===== config.mk =====
export PLATFORM = sky130hd
export DESIGN_NAME = alu_sequencer
export DESIGN_NICKNAME = d
export VERILOG_FILES = /design/src/rtl/alu_pkg.sv /design/src/rtl/alu_seq_decode.sv /design/src/rtl/alu_sequencer.sv
export SDC_FILE = /design/constraint.sdc
export NUM_CORES = 1
export LEC_CHECK = 0
export CELL_PAD_IN_SITES_DETAIL_PLACEMENT = 0
export CELL_PAD_IN_SITES_GLOBAL_PLACEMENT = 1
export CORE_ASPECT_RATIO = 1.2
export CORE_MARGIN = 2
export CORE_UTILIZATION = 32
export DETAILED_ROUTE_END_ITERATION = 16
export GPL_TIMING_DRIVEN = 0
export HOLD_SLACK_MARGIN = 0.1
export PLACE_DENSITY_LB_ADDON = 0.1
export SYNTH_ARGS = -nofsm -noshare
export SYNTH_HDL_FRONTEND = slang
export SYNTH_SLANG_ARGS = --single-unit

===== constraint.sdc =====
create_clock -name clock -period 2.65 [get_ports clock]
set_input_delay 0.53 -clock clock [delete_from_list [all_inputs] [get_ports clock]]
set_output_delay 0.53 -clock clock [all_outputs]
set_load 0.02 [all_outputs]

===== src/rtl/alu_pkg.sv =====
// rtl/alu_pkg.sv - opcodes, instruction field positions and FSM states for the ALU sequencer
package alu_pkg;

  localparam logic [5:0] OP_ADD        = 6'd0;
  localparam logic [5:0] OP_REG_LAST   = 6'd5;
  localparam logic [5:0] OP_FLAG_FIRST = 6'd8;
  localparam logic [5:0] OP_FLAG_LAST  = 6'd13;
  localparam logic [5:0] OP_MUL        = 6'd16;
  localparam logic [5:0] OP_DIV        = 6'd17;
  localparam logic [5:0] OP_HALT       = 6'd63;

  localparam int IR_OP_HI  = 63;
  localparam int IR_OP_LO  = 58;
  localparam int IR_WA_HI  = 57;
  localparam int IR_WA_LO  = 54;
  localparam int IR_RA_HI  = 53;
  localparam int IR_RA_LO  = 50;
  localparam int IR_RB_HI  = 49;
  localparam int IR_RB_LO  = 46;
  localparam int IR_HL     = 45;
  localparam int IR_VAL_HI = 31;

  typedef enum logic [2:0] {
    IDLE,
    FETCH,
    EXEC,
    WAIT,
    WB,
    HALT
  } state_e;

endpackage


===== src/rtl/alu_seq_decode.sv =====
// rtl/alu_seq_decode.sv - opcode classification for the ALU sequencer
module alu_seq_decode
  import alu_pkg::*;
(
  input  logic [5:0] op_i,
  output logic       writes_reg_o,
  output logic       writes_flag_o,
  output logic       is_muldiv_o,
  output logic       is_halt_o,
  output logic       is_illegal_o
);

  assign is_muldiv_o   = (op_i == OP_MUL) || (op_i == OP_DIV);
  assign writes_reg_o  = (op_i <= OP_REG_LAST) || is_muldiv_o;
  assign writes_flag_o = (op_i >= OP_FLAG_FIRST) && (op_i <= OP_FLAG_LAST);
  assign is_halt_o     = (op_i == OP_HALT);
  assign is_illegal_o  = (op_i > OP_DIV) && (op_i < OP_HALT);

endmodule


===== src/rtl/alu_sequencer.sv =====
// rtl/alu_sequencer.sv - fetch/decode/writeback control for the 64-bit ALU
// Define ALU_SEQ_ILLEGAL_TRAP_EN to halt on opcodes 18..62 instead of treating them as NOPs.
module alu_sequencer
  import alu_pkg::*;
#(
  parameter logic [63:0] RESET_PC    = 64'h0,
  parameter int          MULDIV_WAIT = 4,
  parameter int          NREG        = 16,
  localparam int         RAW         = $clog2(NREG)
) (
  input  logic           clock,
  input  logic           rst_n,
  input  logic           start,
  output logic           imem_req,
  output logic [63:0]    imem_addr,
  input  logic           imem_ack,
  input  logic [63:0]    imem_data,
  output logic [RAW-1:0] rf_raddr_a,
  output logic [RAW-1:0] rf_raddr_b,
  output logic           rf_we,
  output logic [RAW-1:0] rf_waddr,
  output logic [63:0]    rf_wdata,
  output logic [5:0]     alu_instr,
  output logic [31:0]    alu_value,
  output logic           alu_highlow,
  output logic           alu_f1,
  output logic           alu_f2,
  input  logic [63:0]    alu_c,
  input  logic           alu_f3,
  input  logic           alu_addrch,
  input  logic [63:0]    alu_naddr,
  output logic           busy,
  output logic           halted
);

  localparam int CW = (MULDIV_WAIT > 1) ? $clog2(MULDIV_WAIT) : 1;

  state_e        state_q;
  logic [63:0]   pc_q;
  logic [63:0]   ir_q;
  logic          f1_q, f2_q;
  logic [CW-1:0] wait_cnt_q;
  logic          imem_req_q;
  logic          rf_we_q;
  logic [63:0]   rf_wdata_q;
  logic          halted_q;

  logic dec_wr, dec_flag, dec_muldiv, dec_halt, dec_illegal, halt_now;

  alu_seq_decode u_decode (
    .op_i          (ir_q[IR_OP_HI:IR_OP_LO]),
    .writes_reg_o  (dec_wr),
    .writes_flag_o (dec_flag),
    .is_muldiv_o   (dec_muldiv),
    .is_halt_o     (dec_halt),
    .is_illegal_o  (dec_illegal)
  );

`ifdef ALU_SEQ_ILLEGAL_TRAP_EN
  assign halt_now = dec_halt | dec_illegal;
`else
  logic unused_illegal;
  assign unused_illegal = dec_illegal;
  assign halt_now       = dec_halt;
`endif

  logic [12:0] unused_ir;
  assign unused_ir = ir_q[44:32];

  // rf_wdata is captured on the edge into WB so it is valid during the write strobe.
  always_ff @(posedge clock or negedge rst_n) begin
    if (!rst_n) begin
      state_q    <= IDLE;
      pc_q       <= RESET_PC;
      ir_q       <= '0;
      f1_q       <= 1'b0;
      f2_q       <= 1'b0;
      wait_cnt_q <= '0;
      imem_req_q <= 1'b0;
      rf_we_q    <= 1'b0;
      rf_wdata_q <= '0;
      halted_q   <= 1'b0;
    end else begin
      rf_we_q <= 1'b0;
      case (state_q)
        IDLE, HALT: begin
          if (start) begin
            state_q    <= FETCH;
            pc_q       <= RESET_PC;
            imem_req_q <= 1'b1;
            halted_q   <= 1'b0;
          end
        end
        FETCH: begin
          if (imem_ack) begin
            ir_q       <= imem_data;
            imem_req_q <= 1'b0;
            state_q    <= EXEC;
          end
        end
        EXEC: begin
          if (dec_muldiv && (MULDIV_WAIT > 0)) begin
            state_q    <= WAIT;
            wait_cnt_q <= CW'(MULDIV_WAIT - 1);
          end else begin
            state_q    <= WB;
            rf_we_q    <= dec_wr;
            rf_wdata_q <= alu_c;
          end
        end
        WAIT: begin
          if (wait_cnt_q == '0) begin
            state_q    <= WB;
            rf_we_q    <= dec_wr;
            rf_wdata_q <= alu_c;
          end else begin
            wait_cnt_q <= wait_cnt_q - 1'b1;
          end
        end
        WB: begin
          if (halt_now) begin
            state_q  <= HALT;
            halted_q <= 1'b1;
          end else begin
            state_q    <= FETCH;
            imem_req_q <= 1'b1;
            if (dec_flag) begin
              f2_q <= f1_q;
              f1_q <= alu_f3;
            end
            pc_q <= alu_addrch ? alu_naddr : pc_q + 64'd8;
          end
        end
        default: state_q <= IDLE;
      endcase
    end
  end

  assign imem_req    = imem_req_q;
  assign imem_addr   = pc_q;
  assign rf_raddr_a  = RAW'(ir_q[IR_RA_HI:IR_RA_LO]);
  assign rf_raddr_b  = RAW'(ir_q[IR_RB_HI:IR_RB_LO]);
  assign rf_waddr    = RAW'(ir_q[IR_WA_HI:IR_WA_LO]);
  assign rf_we       = rf_we_q;
  assign rf_wdata    = rf_wdata_q;
  assign alu_instr   = ir_q[IR_OP_HI:IR_OP_LO];
  assign alu_value   = ir_q[IR_VAL_HI:0];
  assign alu_highlow = ir_q[IR_HL];
  assign alu_f1      = f1_q;
  assign alu_f2      = f2_q;
  assign busy        = (state_q != IDLE) && (state_q != HALT);
  assign halted      = halted_q;

endmodule


==> results of run 1 <==
==> flip-flops by register name (all words and copies together), names as in the netlist <==
name	cells
imem_req	1
wait_cnt_q	2
alu_f2	1
halted	1
ir_q	51
imem_addr	64
rf_we	1
state_q	3
alu_f1	1
rf_wdata	64
==> layout make-up <==
cell class	instances	area, um^2	area share [%]
repair buffers	380	3810	27.2
inverters	13	48.8	0.348
multi-input cells	589	4160	29.7
plain buffers	46	196	1.40
clock buffers	22	474	3.38
clock inverters	10	128	0.909
diodes	2	5.00	0.0357
well taps	379	474	3.38
flip-flops and latches	189	4730	33.7
==> layout by cell type (no fill, tap or decap), types with 9 or more instances in the layout <==
| master | n |
|---|---|
| nor2_1 | 40 |
| dfrtp_1 | 187 |
| nor3_1 | 21 |
| nand3_1 | 33 |
| inv_1 | 13 |
| nand4_1 | 19 |
| mux2_2 | 118 |
| clkdlybuf4s50_1 | 367 |
| and3_1 | 9 |
| nand2_1 | 73 |
| clkbuf_16 | 17 |
| a22oi_1 | 10 |
| a21oi_1 | 43 |
| o21ai_0 | 71 |
| nor4_1 | 18 |
| a31oi_1 | 9 |
| buf_4 | 10 |
| clkbuf_1 | 30 |
==> worst reg2reg max path, stage by stage, from the launching register on <==
cell	delay [ps]
dfrtp_1	360
buf_4	170
nand4_4	160
nor4_1	590
nand4b_1	450
o31ai_1	370
a21oi_1	100
a221o_1	280
==> repair_timing <==
action,CTS,global route
setup buffers,2,8
pin swaps,1,3
endpoints found under the setup margin,150,80
gates resized for setup,14,23
==> power groups by stage <==
| stage | registers [mW] | clock network [mW] | logic (mW) |
|---|---|---|---|
| finish | 5.50 | 2.70 | 8.10 |
| global route | 5.70 | 2.88 | 8.61 |
| CTS | 5.48 | 2.78 | 8.19 |
| detailed placement | 5.49 | 0 | 8.15 |
| global placement | 5.46 | 0 | 8.14 |
| floorplan | 6.92 | 0 | 2.50 |
==> layer usage <==
layer | wire, um | global-route usage [%] | up-vias
met2 | 17600 | 40.1 | 342
met3 | 2980 | 7.66 | 40
li1 | - | - | 3929
met4 | 653 | 6.43 | 2
met1 | 13200 | 26.5 | 4103
met5 | 13 | 0 | -
==> cell families (layout without fill, tap and decap cells) <==
kind of cell               Yosys count  after routing  share of synthesized area, %
DFF                                189            189                          52.3
adders and majority gates            3              3                         0.387
xor gates and xnor gates             8              8                         0.774
muxes                              122            122                          15.1
buffers and inverters               62            471                          2.70
AOI/OAI and AO/OA                  188            188                          12.8
and+or+nand+nor                    268            268                          15.9
other                                0              2                             0
==> path summary, 6_finish.rpt <==
| path | startpoint | end | slack [ps] | depth (start not counted) |
|---|---|---|---|---|
| max | imem_addr[14]$_DFFE_PN0P_ | imem_addr[40]$_DFFE_PN0P_ | 60 | 7 |
| min | rst_n | imem_addr[47]$_DFFE_PN0P_ | 70 | 1 |
| max reg2reg | imem_addr[14]$_DFFE_PN0P_ | imem_addr[40]$_DFFE_PN0P_ | 60 | 7 |
| min reg2reg | ir_q[47]$_DFFE_PN0P_ | ir_q[47]$_DFFE_PN0P_ | 510 | 1 |
| max in group asynchronous | rst_n | ir_q[51]$_DFFE_PN0P_ | 1580 | 2 |
| min in group clock | ir_q[47]$_DFFE_PN0P_ | ir_q[47]$_DFFE_PN0P_ | 510 | 1 |
==> impl_metrics.json, run 1 <==
{
  "outcome": "completed",
  "power.density_nw_per_um2": 1160,
  "critPathBufInv": 1,
  "place_ws_ps": -820,
  "antenna_found_initial": 3,
  "hpwl_mm": 25.9,
  "synth.yosys.seq_area_share_pct": 52.3,
  "netlist_instances": 840,
  "total_power_mw": 16.3,
  "worstPathMaxFanout": 8,
  "yosys.area.top_type": "dfrtp_1",
  "path_delay_family": "simple AND/OR/NAND/NOR gates",
  "crit_path_start_kind": "flip-flop",
  "dpl.cell_count": 1589,
  "critical_path_class": "reg -> reg",
  "core-area_um2": 27900,
  "syn-num-nets": 1040,
  "synth_most_common_cell": "dfrtp_1",
  "p_sw_share_pct": 40.0,
  "seqPwrFrac_pct": 33.8,
  "synth_common_cells": "189 x dfrtp_1, 118 x mux2_2, 73 x nand2_1",
  "dpl_cell_area_um2": 13300,
  "critical_path_arrival_ps": 2920,
  "cp-end-kind": "flip-flop",
  "finalSetupViolations": 0,
  "placementRows": 67,
  "tns_ps": 0,
  "synth_top_cell_area_share_pct": 52.3,
  "vias_per_cell": 5.16,
  "worst_pin_slew_ps": 789,
  "cp_slowest_cell": "nor4_1",
  "p_int_mw": 9.79,
  "firstDrtPassIters": 5,
  "netlist_area_um2": 9050,
  "cts.sink_count": 189,
  "fmax_mhz": 387,
  "holdWs_ps": 68.8,
  "synthTopCellsByArea": "dfrtp_1 52%, mux2_2 15%, o21ai_0 3.9%",
  "instances_no_fill": 1630,
  "finalMaxSlewViolations": 0,
  "async_flop_share_pct": 100,
  "setup_ws_ps": 64.3,
  "clk_latency_ps": 440,
  "clk_pin_slew_worst_paths_ps": 80,
  "track_usage_pct": 22.9,
  "cts_root_buf": "clkbuf_16",
  "totalWireLength_mm": 34.4,
  "final_nets": 1436,
  "power_switching_mw": 6.51,
  "die_w_um": 158,
  "hold_class": "in -> async",
  "synth_cell_types": 63,
  "clockPowerShare_pct": 16.6,
  "grt_remaining_overflow": 0,
  "grt_max_degree": 101,
  "drv_cap": 0,
  "hold_viol_final": 0,
  "wl_per_cell_um": 21.1,
  "numPortBuffers": 369,
  "cts_hold_buf": 0,
  "peakVddDrop_mv": 0.692,
  "crit_chain": "buf_4 > nand4_4 > nor4_1 > nand4b_1 > o31ai_1 > a21oi_1 > a221o_1",
  "pin_count": 383,
  "numCtsBuffers": 17,
  "die-height_um": 188,
  "required_ps": 2990,
  "num-fill-cells": 2663,
  "routabilityCongestion": 0.865,
  "combPwrFrac_pct": 49.7,
  "grt_pass1_vias": 8542,
  "slew_headroom_pct": 47.4,
  "period_share_pct": 97.6,
  "syn2layout_area_growth_pct": 55.1,
  "synth_edf_count": 0,
  "start_util_pct": 32.4,
  "max_stage_delay_ps": 590,
  "final_util_pct": 50.3,
  "grt_pass1_wl_mm": 51.2,
  "period_needed_ps": 2590,
  "synth.avg_cell_area_um2": 10.8,
  "fin_skew_ps": 14.9,
  "yosys_most_used_dff": "dfrtp_1",
  "drtIter0Drc": 445,
  "cts_tree": "yes",
  "die_area_um2": 29600,
  "ys.warnings.count": 0,
  "final_area_um2": 14000,
  "htreeDepth": 4,
  "p_leak_nw": 5.45,
  "drc": 0,
  "layout-drive-gt1-share_pct": 17.0,
  "via_count": 8416,
  "ant_nets": 0,
  "clock_path_buffers": 2,
  "synth_seq_cells": 189
}
(Power assumes the default switching activity.)
==> run 2: changes to the inputs <==
Settings changed: CORE_UTILIZATION 32 to 29.
Clock period 2.65 ns to 2.3 ns, I/O delays scaled along.
==> run 2 against run 1 <==
  * The run now ends with negative setup slack left
  * Count of clock-buffer cells in the layout is 4 lower
  * Die area is 10% higher
  * Wire length is 4.8% higher
  * First-iteration DRC count is 19% higher
  * Flip-flop and latch count stayed put
  * Register-to-register slack worse by 170 ps
==> impl_metrics.json, run 2 (synthesis results as in run 1) <==
{
  "outcome": "complete, but fails checks",
  "violations": "negative setup slack",
  "worstPathMaxFanout": 5,
  "place_ws_ps": -1220,
  "rsz0062_at_grt": "true",
  "die_w_um": 165,
  "peakVddDrop_mv": 0.683,
  "layout-drive-gt1-share_pct": 23.7,
  "fmax_mhz": 416,
  "cts.sink_count": 189,
  "firstDrtPassIters": 5,
  "instances_no_fill": 1670,
  "clk_latency_ps": 440,
  "crit_path_start_kind": "flip-flop",
  "ant_nets": 0,
  "critical_path_arrival_ps": 2700,
  "die-height_um": 198,
  "power.density_nw_per_um2": 1310,
  "min_from": "imem_addr[1]$_DFFE_PN0P_",
  "final_common_cell": "clkdlybuf4s50_1",
  "vias_per_cell": 5.19,
  "placementRows": 70,
  "clock_path_buffers": 2,
  "rr_endpoint": "imem_addr[55]$_DFFE_PN0P_",
  "grt_pass1_vias": 8817,
  "rr_worst_depth": 6,
  "hpwl_mm": 26.6,
  "most-common-layout-cells": "367 x clkdlybuf4s50_1, 156 x dfrtp_1, 118 x mux2_2",
  "required_ps": 2590,
  "via_count": 8661,
  "totalWireLength_mm": 36.1,
  "final_util_pct": 47.5,
  "finalMaxSlewViolations": 0,
  "track_usage_pct": 21.8,
  "worst_pin_slew_ps": 752,
  "wl_per_cell_um": 21.6,
  "grt_max_degree": 103,
  "period_share_pct": 105,
  "grt_remaining_overflow": 0,
  "grt_pass1_wl_mm": 53.1,
  "r2r_slack_ps": -100,
  "worstHoldPathCells": 1,
  "die_area_um2": 32600,
  "cp-end-kind": "flip-flop",
  "period_needed_ps": 2400,
  "cts_root_buf": "clkbuf_16",
  "hold_viol_final": 0,
  "dpl.cell_count": 1606,
  "routabilityCongestion": 0.849,
  "antenna_found_initial": 2,
  "pin_count": 383,
  "holdWs_ps": 500,
  "critical_path_class": "reg -> reg",
  "rr_startpoint": "imem_addr[17]$_DFFE_PN0P_",
  "numPortBuffers": 369,
  "finalSetupViolations": 5,
  "drtIter0Drc": 529,
  "htreeDepth": 4,
  "drv_cap": 0,
  "final_nets": 1459,
  "fin_skew_ps": 17.4,
  "syn2layout_area_growth_pct": 60.3,
  "drc": 0,
  "numCtsBuffers": 17,
  "tns_ps": -193,
  "cts_tree": "yes",
  "p_leak_nw": 5.66,
  "setup_ws_ps": -105,
  "slew_headroom_pct": 49.8,
  "start_util_pct": 29.6,
  "hold_class": "reg -> reg",
  "core-area_um2": 30600,
  "min_to": "imem_addr[1]$_DFFE_PN0P_",
  "clk_pin_slew_worst_paths_ps": 80
}
-- run 2: final cells by class --
| cell class | instances | area, um^2 |
|---|---|---|
| Tap cell | 396 | 495 |
| Sequential cell | 189 | 4770 |
| Clock buffer | 18 | 429 |
| Fill cell | 2941 | 16100 |
| Buffer | 41 | 219 |
| Inverter | 13 | 48.8 |
| Antenna cell | 2 | 5.00 |
| Clock inverter | 14 | 130 |
| Multi-Input combinational cell | 589 | 4360 |
| Timing Repair Buffer | 408 | 4050 |
-- run 2: per-stage QoR --
stage	power [mW]	cell area [um^2]
final	19.0	14500
after global routing	20.0	14500
after CTS	19.0	14200
after detailed placement	15.8	13300
after global placement	15.7	13300
after floorplan	10.9	9080
-- run 2: layer usage --
layer	track usage (%)	routed length [um]	up-vias
met5	0	0	-
met1	25.6	14000	4300
met2	37.4	18000	344
met4	6.99	962	0
li1	-	-	3974
met3	7.10	3130	43
-- run 2: worst max-delay path by stage --
stage / cells after the start / endpoint / slack, ps / from
floorplan: 7 / rf_wdata[26]$_DFFE_PN0P_ / 2 / ir_q[59]$_DFFE_PN0P_
global route: 6 / imem_addr[55]$_DFFE_PN0P_ / -130 / imem_addr[17]$_DFFE_PN0P_
detailed placement: 6 / imem_addr[58]$_DFFE_PN0P_ / -1220 / state_q[0]$_DFFE_PN0P_
CTS: 7 / imem_addr[55]$_DFFE_PN0P_ / -140 / imem_addr[14]$_DFFE_PN0P_
finish: 6 / imem_addr[55]$_DFFE_PN0P_ / -100 / imem_addr[17]$_DFFE_PN0P_
global placement: 1 / imem_addr[3]$_DFFE_PN0P_ / -8930 / rst_n
-- run 2: worst max-delay path: stages (launching register included) --
cell	delay (ps)
dfrtp_2	420
nand4_4	130
or3_4	410
or4_4	600
or4_4	450
xor2_2	160
o21ai_1	70
-- run 2: report_power, final --
| group | leakage, nW | internal [mW] | switching [mW] |
|---|---|---|---|
| clock | 0.266 | 1.43 | 1.48 |
| sequential | 2.30 | 4.96 | 1.51 |
| combinational | 3.09 | 4.83 | 4.75 |
-- run 2: repair_timing --
action,CTS,global route
gates resized for setup,67,65
setup endpoints to repair,181,150
gates cloned,0,1
hold buffers,1,0
buffers inserted,16,20
pin swaps,11,13
hold endpoints to repair,87,0
